`config.mk`:
```
export PLATFORM = sky130hd
export DESIGN_NAME = fp_regfile_wb_arbiter
export DESIGN_NICKNAME = d
export VERILOG_FILES = /design/src/rtl/fp_regfile_wb_arbiter.sv
export SDC_FILE = /design/constraint.sdc
export NUM_CORES = 1
export LEC_CHECK = 0
export ABC_AREA = 1
export CAP_MARGIN = 25
export CORE_ASPECT_RATIO = 0.7
export CORE_MARGIN = 2
export CORE_UTILIZATION = 41
export DETAILED_ROUTE_END_ITERATION = 7
export PLACE_DENSITY = 0.82
export SKIP_LAST_GASP = 1
export SYNTH_ARGS = -nofsm -noshare
export SYNTH_HDL_FRONTEND = slang
export SYNTH_SLANG_ARGS = --single-unit
```
`constraint.sdc`:
```
create_clock -name Clk -period 1.7 [get_ports Clk]
set_input_delay 0.34 -clock Clk [delete_from_list [all_inputs] [get_ports Clk]]
set_output_delay 0.34 -clock Clk [all_outputs]
set_load 0.02 [all_outputs]
```
`src/rtl/fp_regfile_wb_arbiter.sv`:
```
// Write-port controller for the FP register file: clears every register after reset,
// then round-robins the single write port between ALU and load writebacks.
module fp_regfile_wb_arbiter #(
    parameter int DATA_WIDTH = 64,
    parameter int ADDR_WIDTH = 5
) (
    input  logic                  Clk,
    input  logic                  Rst,
    input  logic                  alu_valid,
    input  logic [ADDR_WIDTH-1:0] alu_addr,
    input  logic [DATA_WIDTH-1:0] alu_data,
    output logic                  alu_ready,
    input  logic                  ld_valid,
    input  logic [ADDR_WIDTH-1:0] ld_addr,
    input  logic [DATA_WIDTH-1:0] ld_data,
    output logic                  ld_ready,
    output logic                  rf_write_En,
    output logic [ADDR_WIDTH-1:0] rf_writeAddr,
    output logic [DATA_WIDTH-1:0] rf_data_in,
    output logic                  init_done
);

    typedef enum logic {
        ST_INIT,
        ST_RUN
    } state_t;

    localparam logic [ADDR_WIDTH-1:0] LAST_ADDR = '1;

    state_t                  state_q;
    logic [ADDR_WIDTH-1:0]   count_q;
    logic                    last_ld_q;
    logic                    init_done_q;
    logic                    we_q;
    logic [ADDR_WIDTH-1:0]   addr_q;
    logic [DATA_WIDTH-1:0]   data_q;
    logic                    accept_en;

    // last_ld_q=1 means the load side won the previous transfer, so the ALU wins a tie.
    assign accept_en = init_done_q & ~Rst;
    assign alu_ready = accept_en & alu_valid & (~ld_valid | last_ld_q);
    assign ld_ready  = accept_en & ld_valid & (~alu_valid | ~last_ld_q);

    always_ff @(posedge Clk) begin
        if (Rst) begin
            state_q     <= ST_INIT;
            count_q     <= '0;
            last_ld_q   <= 1'b1;
            init_done_q <= 1'b0;
            we_q        <= 1'b0;
            addr_q      <= '0;
            data_q      <= '0;
        end else begin
            case (state_q)
                ST_INIT: begin
                    we_q    <= 1'b1;
                    addr_q  <= count_q;
                    data_q  <= '0;
                    count_q <= count_q + 1'b1;
                    if (count_q == LAST_ADDR) begin
                        state_q <= ST_RUN;
                    end
                end
                ST_RUN: begin
                    if (!init_done_q) begin
                        // One drain cycle after the last clear write before opening the port.
                        init_done_q <= 1'b1;
                        we_q        <= 1'b0;
                    end else if (alu_ready) begin
                        we_q      <= 1'b1;
                        addr_q    <= alu_addr;
                        data_q    <= alu_data;
                        last_ld_q <= 1'b0;
                    end else if (ld_ready) begin
                        we_q      <= 1'b1;
                        addr_q    <= ld_addr;
                        data_q    <= ld_data;
                        last_ld_q <= 1'b1;
                    end else begin
                        we_q <= 1'b0;
                    end
                end
                default: state_q <= ST_INIT;
            endcase
        end
    end

    assign rf_write_En  = we_q;
    assign rf_writeAddr = addr_q;
    assign rf_data_in   = data_q;
    assign init_done    = init_done_q;

endmodule

```
-- After elaboration in Yosys (flattened, before gate mapping)
Index checks and enable logic that the tools add are counted.
- add/sub/neg operators: 1
- eq/ne operators: 3
- mux-type cells: 16
- bitwise operators: 12
- reduce and logical (&&, ||, !) cells: 3
- operator list (operator ; count):
    64-bit 2-to-1 mux ; 3
    64-bit case mux with 2 select lines ; 1
    5-bit 2-to-1 mux ; 3
    5-bit case mux with 2 select lines ; 1
    1-bit 2-to-1 mux ; 7
    5-bit by 1-bit adder with 5-bit output (second input constant) ; 1
    1-bit AND ; 5
    5-bit equality test (second input constant) ; 1
    1-bit inverter ; 5
    3-bit inequality test (second input constant) ; 1
    3-bit AND reduction ; 1
    2-bit by 1-bit inequality test with 1-bit output (second input constant) ; 1
    1-bit bitwise OR ; 2
    1-bit case mux with 2 select lines ; 1
    2-bit AND reduction ; 1
    2-bit nonzero test ; 1
- bits in registers: 78
- logic and storage cells: 42

-- Logic depth before layout (Yosys ltp)
Gate-level depths: netlist of the first run.
- depth in word-level cells: 8
- depth in mapped cells: 10
- gate-level depth less buffers: 8

-- Least setup slack after synthesis of the first run
No wires, ideal clock.
- path type: input-to-output
- from: input port alu_valid
- to: output port ld_ready
- data arrival time: 1.224 ns
- slack: 0.136 ns
- stages: 4
- path through: buf_2 -> buf_2 -> buf_1 -> a21oi_1
- cells in the longest elaborated chain, start to end: 3
- RTL lines (item ; line ; RTL):
    from (decl) ; 9 ; input logic alu_valid,
    1-bit inverter ; 42 ; assign ld_ready = accept_en & ld_valid & (~alu_valid | ~last_ld_q);
    1-bit bitwise OR ; 42 ;
    1-bit AND ; 42 ;
    to (decl) ; 16 ; output logic ld_ready,
No other way between the ends.

-- Worst setup path in the final report of the first run
- from: register data_q[57], in the netlist rf_data_in[57]
- to: output port rf_data_in[57]
- RTL lines (item ; line ; RTL):
    from (decl) ; 36 ; logic [DATA_WIDTH-1:0] data_q;
    from (signal assigned) ; 72 ; data_q <= alu_data;
    from (signal assigned) ; 77 ; data_q <= ld_data;
    to (decl) ; 19 ; output logic [DATA_WIDTH-1:0] rf_data_in,
No word-level cell between the ends.

==> results of run 1 <==
[through the flow]
step                      hold WS, ns  util (%)  cell area (sq um)  setup slack, ns
final                           0.462      68.9               7060           0.0313
after global routing            0.477      68.9               7060          -0.0251
after CTS                       0.463      67.3               6890          -0.0488
after detailed placement        0.454      64.0               6560           -0.398
after global placement          0.451      64.0               6560           -0.376
after floorplan                 0.453         -               4260            0.136
[layout by cell type (no fill, tap or decap), types with 3 or more instances in the layout]
cell and count:
nand3_1 67, buf_6 4, a21oi_1 73, dfxtp_1 77, o21ai_0 6, nand4_1 65, inv_2 3, nor2_1 12
nor3_1 3, nand3_2 3, buf_4 16, clkdlybuf4s50_1 208, buf_2 4, clkbuf_16 13, o21ai_1 4, buf_12 9
inv_1 146, nand2_1 145
[where the power goes]
group | internal [W] | switching (W) | leakage, nW | total (W)
sequential | 0.00184 | 0.00000768 | 0.630 | 0.00185
clock | 0.00135 | 0.000724 | 0.161 | 0.00208
combinational | 0.000345 | 0.000191 | 2.33 | 0.000535
total | 0.00353 | 0.000922 | 3.12 | 0.00446
[per-layer routing]
layer | global-route usage (%) | vias up | part of all wire (%)
met5 | 0 | - | 0
met3 | 8.14 | 30 | 8.7
met1 | 30.3 | 2245 | 43
met2 | 39.1 | 199 | 46
met4 | 9.29 | 0 | 2.5
li1 | - | 2526 | -
[area by class of cell]
cell class | count | area share [%]
Tap cell | 132 | 2.34
Timing Repair Buffer | 247 | 36.4
Multi-Input combinational cell | 386 | 26.6
Clock inverter | 4 | 0.993
Sequential cell | 78 | 22.2
Clock buffer | 11 | 3.58
Inverter | 149 | 7.92
[cells by family (layout without fill, tap and decap cells)]
| group | Yosys count | after routing |
|---|---|---|
| buffers and inverters | 202 | 411 |
| AOI/OAI and AO/OA | 85 | 85 |
| and+or+nand+nor | 299 | 299 |
| adders and majority gates | 2 | 2 |
| DFF | 78 | 78 |
[how the worst max path moves through the flow]
stage                              start              to  depth (start not counted)
after detailed placement        ld_valid        ld_ready                          4
after CTS                       ld_valid        ld_ready                          4
final                     rf_data_in[57]  rf_data_in[57]                          1
after global routing            ld_valid        ld_ready                          4
after global placement          ld_valid        ld_ready                          4
after floorplan                alu_valid        ld_ready                          4
[worst min-delay path, delay by kind of cell (launching register included)]
family | cells | cell delay [ns]
flip-flops | 1 | 0.30
AND/OR/NAND/NOR | 1 | 0.06
AO/OA/AOI/OAI | 1 | 0.05
[state kept, by name, indices dropped and copies added (netlist names)]
| signal | flops |
|---|---|
| count_q | 5 |
| init_done | 1 |
| last_ld_q | 1 |
| rf_data_in | 64 |
| rf_writeAddr | 5 |
| rf_write_En | 1 |
| state_q | 1 |
[what timing repair did]
action,4_1_cts,5_1_grt
resized for setup,9,8
pin swaps,0,2
setup buffers,0,4
cloned,0,6
setup endpoints to repair,68,68
==> out/metrics.yaml, run 1 <==
placed_cells: 982
synth_cell_type_count: 22
power_w: 0.00446
place.gp.congestion: 0.846
crit_path_max_incr_delay_ns: 0.63
syn-num-nets: 810
outcome: "finished, final reports clean"
hold_depth: 2
cts_tree: "built"
postCtsHoldBufs: 0
multi_input_area_sq_mm: 0.00188
area_delta_synth_final_pct: 65.7
maxCapViolCount: 0
setup_tns_ns: 0
cp_cell_sequence: "clkdlybuf4s50_1"
async_flop_share_pct: 0
critPathTopFamily: "buffers and inverters"
core_area_sq_mm: 0.0102
setup_viol: 0
synth_top_family_by_area: "simple AND/OR/NAND/NOR gates"
grt_max_degree: 53
io_pins: 215
skew_ns: 0.00385
worstPathMaxFanout: 2
ys_ff_latch: 78
path_clk_slew_ns: 0.06
hold_start: "rf_data_in[10]"
remaining_drc_errors: 0
synthSimpleGateAreaFrac_pct: 33.2
r2r_end: "rf_data_in[56]"
timing_worst_setup_path_type: "reg -> out"
tightest_slew_ns: 0.580
synth_fa_ha_area_share_pct: 0.587
crit_buf_inv: 1
finalCritPeriodShare_pct: 98.2
h-tree-depth: 3
ys_warn_count: 0
synth_top_flop_cell: "dfxtp_1"
grt_pass1_wl_mm: 21.9
initial_core_util_pct: 41.6
rsz0062_at_grt: "true"
fp-row-count: 31
drv_slew: 0
critical_path_arrival_ns: 1.33
hpwl_mm: 9.40
crit_required_ns: 1.36
powerDensity_mw_per_mm2: 631
critPathCaptureType: "output port"
ir_drop_uv: 418
numCtsBuffers: 9
slew_headroom_pct: 61.3
worst_skew_pair.late_latency_ns: 0.33
diodes: 0
die_x_um: 126
drive_gt1_share_pct: 7.20
port_buffers: 214
vias: 5000
hold_end: "rf_data_in[10]"
overflow: 0
numClockSinks: 78
synthMuxAreaShare_pct: 0
cts_root_buf: "clkbuf_16"
yosys-top-cells-area: "dfxtp_1, inv_1, nand2_1, nand4_1, a21oi_1"
yosys.area_share.xor_xnor_pct: 0
total_leakage_power_nw: 3.12
syn-cell-area_sq_mm: 0.00426
drt-wirelength-per-cell_um: 14.5
rrSetupSlack_ns: 0.06
regArea_sq_mm: 0.00157
avgSynthCellArea_sq_um: 6.40
postSynthCellCount: 666
fmax_mhz: 599
grt_usage_pct: 24.1
dieArea_sq_mm: 0.0112
cp-start-kind: "flip-flop"
synth_common_cells: "inv_1, nand2_1, dfxtp_1"
period_minus_slack_ns: 1.67
antenna_found_initial: 0
hold_path_class: "reg -> reg"
nFillCells: 887
clockBufferDepth: 2
drtIter0Drc: 234
firstDrtPassIters: 4
reg2reg_depth: 9
finalWirelength_mm: 14.6
vias_per_cell: 4.97
synth_top_area_share_pct: 36.7
synth_largest_area_cell: "dfxtp_1"
synth_enable_flop_cells: 0
die_height_um: 89.3
layout.nets: 1015
r2r_start: "init_done"
ant_nets: 0
synth_compound_area_share_pct: 10.1
hold_viol_final: 0
critPathSlowestCell: "clkdlybuf4s50_1"
seq_area_frac_synth_pct: 36.7
stdcell_count: 1007
grt_pass1_vias: 4497
(Power assumes the default switching activity.)
==> run 2: changes to the inputs <==
--- a/config.mk
+++ b/config.mk
@@ -10,6 +10,7 @@
 export CORE_ASPECT_RATIO = 0.7
 export CORE_MARGIN = 2
 export CORE_UTILIZATION = 41
+export CTS_CLUSTER_SIZE = 25
 export DETAILED_ROUTE_END_ITERATION = 7
 export PLACE_DENSITY = 0.82
 export SKIP_LAST_GASP = 1
==> results of run 2 <==
No change in the layout: final DEF, timing and power equal those of run 1.
==> run 3: changes to the inputs <==
--- a/config.mk
+++ b/config.mk
@@ -9,10 +9,11 @@
 export CAP_MARGIN = 25
 export CORE_ASPECT_RATIO = 0.7
 export CORE_MARGIN = 2
-export CORE_UTILIZATION = 41
+export CORE_UTILIZATION = 42
+export CTS_BUF_LIST = sky130_fd_sc_hd__clkbuf_8
 export CTS_CLUSTER_SIZE = 25
 export DETAILED_ROUTE_END_ITERATION = 7
-export PLACE_DENSITY = 0.82
+export PLACE_DENSITY = 0.84
 export SKIP_LAST_GASP = 1
 export SYNTH_ARGS = -nofsm -noshare
 export SYNTH_HDL_FRONTEND = slang
==> run 3 against run 2 <==
  * Sequential power barely moved
  * Total power fell by 14%
  * Die area fell by 2.3%
  * Utilization rose by 0.52 points
  * Sequential share of layout area rose by 0.79 points
  * Final cell count fell by 1.5%
  * Clock power fell by 30%
  * Critical path depth rose by 3
  * Design area fell by 3.6%
  * Fmax fell by 0.24%
  * Non-clock buffer count fell by 12
  * Register-to-register slack improved by 0.10 ns
  * Highest routed layer unchanged
==> out/metrics.yaml, run 3 (synthesis gave the netlist of run 1 again) <==
critPathLaunch: "ld_valid"
setup_viol: 0  # unchanged
crit_required_ns: 1.36  # about the same
numCtsBuffers: 9  # unchanged
die_height_um: 88.3  # -1.1%
pre_cts_ws_ns: -0.438  # -0.0395 ns
outcome: "finished, final reports clean"
hpwl_mm: 9.96  # +6.0%
layout.nets: 1003  # -1.2%
clockBufferDepth: 2  # unchanged
grt_pass1_vias: 4677  # +4.0%
hold_viol_final: 0  # unchanged
total_leakage_power_nw: 3.70  # +18%
rrSetupSlack_ns: 0.16  # +0.10 ns
vias_per_cell: 5.12  # +3.2%
reg2reg_depth: 7  # -2
finalCritPeriodShare_pct: 98.4  # +0.24 points
grt_max_degree: 65  # +23%
drtIter0Drc: 287  # +23%
critPathCaptureType: "output port"
hold_path_class: "in -> reg"
antenna_found_initial: 1  # +1
tightest_slew_ns: 0.711  # +0.130 ns
worst_skew_pair.late_latency_ns: 0.36  # +0.03 ns
overflow: 0  # unchanged
rsz0062_at_grt: "true"
place.gp.congestion: 0.849  # +0.33%
path_clk_slew_ns: 0.08  # +0.02 ns
cts_setup_buffers: 0  # unchanged
drt-wirelength-per-cell_um: 14.2  # -1.8%
remaining_drc_errors: 0  # unchanged
die_x_um: 124  # -1.2%
grt_usage_pct: 24.8  # +0.67 points
port_buffers: 214  # unchanged
worst_slack_ns: 0.0273  # -0.00402 ns
h-tree-depth: 3  # unchanged
initial_core_util_pct: 43.5  # +1.9 points
layout_commonest_cell: "clkdlybuf4s50_1"
maxCapViolCount: 0  # unchanged
fp-row-count: 30  # -3.2%
slew_headroom_pct: 52.6  # -8.7 points
numClockSinks: 78  # unchanged
cp-start-kind: "input pin"
finalWirelength_mm: 14.1  # -3.2%
timing_worst_setup_path_type: "in -> out"
drv_slew: 0  # unchanged
dieArea_sq_mm: 0.0110  # -2.3%
r2r_end: "rf_data_in[53]"
drive_gt1_share_pct: 6.03  # -1.2 points
fmax_mhz: 598  # -0.24%
period_minus_slack_ns: 1.67  # +0.00402 ns
cts_root_buf: "clkbuf_8"
area_delta_synth_final_pct: 59.7
firstDrtPassIters: 5  # +1
worstPathMaxFanout: 3  # +1
fin_util_pct: 69.5  # +0.52 points
critical_path_arrival_ns: 1.33  # about the same
powerDensity_mw_per_mm2: 566  # -10%
cts_tree: "built"
vias: 5082  # +1.6%
r2r_start: "init_done"
nFillCells: 780  # -12%
ir_drop_uv: 383  # -8.2%
io_pins: 215  # unchanged
largest_reg_flops: 64  # unchanged
ant_nets: 0  # unchanged
skew_ns: 0.0104  # +0.00657 ns
grt_pass1_wl_mm: 22.2  # +1.2%
cp-endpoint: "ld_ready"
core_area_sq_mm: 0.00980  # -4.3%
final_cell_mix: "clkdlybuf4s50_1, inv_1, nand2_1"
[run 3: cell count changes in the layout (fill, tap and decap cells not counted), sizes merged]
cell and change:
buf -9, bufinv -1, clkbuf -2, clkdlybuf4s50 -46
clkinv -1, clkinvlp +1, diode +1, dlygate4sd2 +9
dlymetal6s2s +37
[run 3: critical path, cell delays in order]
cell	delay, ns
clkdlybuf4s50_1	0.54
nand3_2	0.12
a21oi_2	0.16
buf_4	0.17
[run 3: cell type report]
class                      instances  area, sq um  area share, %
antenna                            1         2.50         0.0368
clock buffer                      12          165           2.43
tap                              128          160           2.35
sequential                        78         1560           23.0
timing repair buffer             235         2430           35.7
multi-input combinational        386         1880           27.6
inverter                         149          559           8.22
clock inverter                     3         42.5          0.625
[run 3: routing by layer]
metal / GRT usage (%) / vias up / part of all wire (%)
li1: - / 2494 / -
met1: 30.6 / 2305 / 42
met2: 42.0 / 259 / 47
met3: 7.50 / 24 / 9.0
met4: 8.78 / 0 / 2.2
met5: 0 / - / 0
[run 3: how the worst min path moves through the flow]
stage / from / endpoint / slack [ns] / cells after the start
6_report: Rst / rf_writeAddr[4] / 0.37 / 3
3_5_place_dp: rf_data_in[36] / rf_data_in[36] / 0.46 / 2
4_1_cts: Rst / rf_writeAddr[4] / 0.34 / 3
2_1_floorplan: count_q[4] / count_q[4] / 0.45 / 2
3_3_place_gp: rf_data_in[4] / rf_data_in[4] / 0.45 / 2
5_1_grt: Rst / rf_data_in[31] / 0.37 / 3
[run 3: where the power goes]
part,leakage [nW],total (W),switching [W],internal [W]
clock network,0.104,0.00146,0.000673,0.000788
registers,0.630,0.00185,0.00000852,0.00184
logic,2.96,0.000543,0.000199,0.000343
total,3.70,0.00385,0.000881,0.00297
[run 3: stage by stage]
stage / instance area (sq um) / TNS (ns) / hold WS [ns] / instances / power, W
after CTS: 6700 / -0.0767 / 0.340 / 991 / 0.00389
after floorplan: 4260 / 0 / 0.453 / 666 / 0.00205
after global placement: 6510 / -11.28 / 0.451 / 976 / 0.00242
final: 6800 / 0 / 0.367 / 992 / 0.00385
after detailed placement: 6510 / -15.09 / 0.455 / 976 / 0.00242
after global routing: 6800 / -0.0170 / 0.370 / 991 / 0.00401
[run 3: what timing repair did]
item,in CTS,in global routing
setup endpoints to repair,12,48
resized for setup,17,42
hold buffers,0,0
==> edit (settings of run 1) <==
The parameter `DATA_WIDTH` goes from 64 to 32.
--- a/src/rtl/fp_regfile_wb_arbiter.sv
+++ b/src/rtl/fp_regfile_wb_arbiter.sv
@@ -2,5 +2,5 @@
 // then round-robins the single write port between ALU and load writebacks.
 module fp_regfile_wb_arbiter #(
-    parameter int DATA_WIDTH = 64,
+    parameter int DATA_WIDTH = 32,
     parameter int ADDR_WIDTH = 5
 ) (
Ports: changed (resized alu_data, ld_data and rf_data_in); port bits go from 215 to 119. No check against the original RTL was run, so the function may have changed too.
==> edit against run 1 <==
  * Synthesized area shrank 42%
  * Cell area fell by 45%
  * Power shrank 54%
  * Register-to-register slack improved by 140 ps
  * Via count decreased by 43%
  * Sequential cell count fell by 32
  * Routed wire length fell by 48%
  * Combinational power shrank 41%
  * Clock skew is 1.0 ps lower
  * Setup slack improved by 53 ps
  * Global-route usage is 2.1 points lower
==> edit: results (changes against run 1) <==
ir_drop_mv: 0.370  # was 0.418 mV
fin_nets: 580  # was 1015
min_to: "rf_data_in[17]"  # was rf_data_in[10]
clk_pin_slew_ps: 80  # was 60 ps
clock_latency_ps: 290  # was 330 ps
yosys-top-cells-area: "dfxtp_1 37%, inv_1 13%, nand2_1 12%, nand4_1 8.3%, a21oi_1 8.3%"  # was dfxtp_1 37%, inv_1 13%, nand2_1 13%, nand4_1 9.5%, a21oi_1 8.6%
largest_reg_flops: 32  # was 64
slew_headroom_pct: 72.5  # was 61.3%
status: "completed"  # unchanged
swShare_pct: 22.8  # was 20.7%
drt_wl_total_um: 7640  # was 14600 um
r2r-end: "rf_data_in[13]"  # was rf_data_in[56]
finalClockSkew_ps: 2.81  # was 3.85 ps
vias: 2860  # was 5000
synth_area_per_cell_um2: 6.46  # was 6.40 um2
track_usage_pct: 22.1  # was 24.1%
rrSetupSlack_ps: 200  # was 60 ps
synth_seq_area_share_pct: 37.2  # was 36.7%
drt_iter0_drc: 111  # was 234
synthTopCellsByCount: "84 x inv_1, 82 x nand2_1, 46 x dfxtp_1"  # was 146 x inv_1, 146 x nand2_1, 78 x dfxtp_1
wl_per_cell_um: 13.3  # was 14.5 um
syn-num-nets: 463  # was 810
p_leak_uw: 0.00173  # was 0.00312 uW
firstDrtPassIters: 6  # was 4
placed_cells: 568  # was 982
place_hpwl_um: 5600  # was 9400 um
cts_max_level: 2  # was 3
num-fill-cells: 505  # was 887
## edit: layout make-up
class | count | share of cell area, %
Multi-Input combinational cell | 226 | 28.6
Sequential cell | 46 | 23.8
Clock buffer | 7 | 1.97
Inverter | 85 | 8.22
Tap cell | 75 | 2.42
Timing Repair Buffer | 136 | 35.1
## edit: routing by layer
metal / share of wire [%] / track usage [%] / vias to the layer above
met1: 44 / 27.3 / 1304
met2: 48 / 39.8 / 106
met3: 6.6 / 5.34 / 9
met5: 0 / 0 / -
li1: - / - / 1441
met4: 1.1 / 5.28 / 0
## edit: worst max-delay path by stage
stage,endpoint,cells past startpoint,from,slack [ps]
floorplan,ld_ready,3,alu_valid,270
global placement,ld_ready,5,Rst,-470
detailed placement,ld_ready,5,Rst,-490
CTS,ld_ready,4,ld_valid,-5
global route,rf_data_in[2],1,rf_data_in[2],50
finish,rf_data_in[28],1,rf_data_in[28],80
## edit: power groups by stage
stage | sequential (uW) | clock (uW) | combinational, uW
2_1_floorplan | 1130 | 0 | 96.2
3_3_place_gp | 1120 | 0 | 311
3_5_place_dp | 1120 | 0 | 315
4_1_cts | 1100 | 646 | 316
5_1_grt | 1100 | 691 | 347
6_report | 1100 | 625 | 316
## edit: cell families (layout without fill, tap and decap cells)
kind of cell,Yosys count,in the layout,synth area share (%)
and+or+nand+nor,171,171,32.8
buffers and inverters,111,228,18.0
AOI/OAI and AO/OA,53,53,11.0
DFF,46,46,37.2
adders and majority gates,2,2,1.01
## edit: what timing repair did
| item | in CTS | in global routing |
|---|---|---|
| gates resized for setup | 8 | 7 |
| gates cloned | 0 | 0 |
| endpoints found under the setup margin | 34 | 37 |
## edit: per-stage QoR
step | setup slack [ps] | hold WS, ps | area [um2] | setup TNS [ps] | total power [uW]
after detailed placement | -492 | 453 | 3800 | -16200 | 1440
after global routing | 47.0 | 479 | 3880 | 0 | 2140
after floorplan | 274 | 453 | 2470 | 0 | 1220
after CTS | -5.00 | 466 | 3880 | -5.00 | 2060
final | 83.9 | 464 | 3880 | 0 | 2040
after global placement | -469 | 449 | 3800 | -14660 | 1430
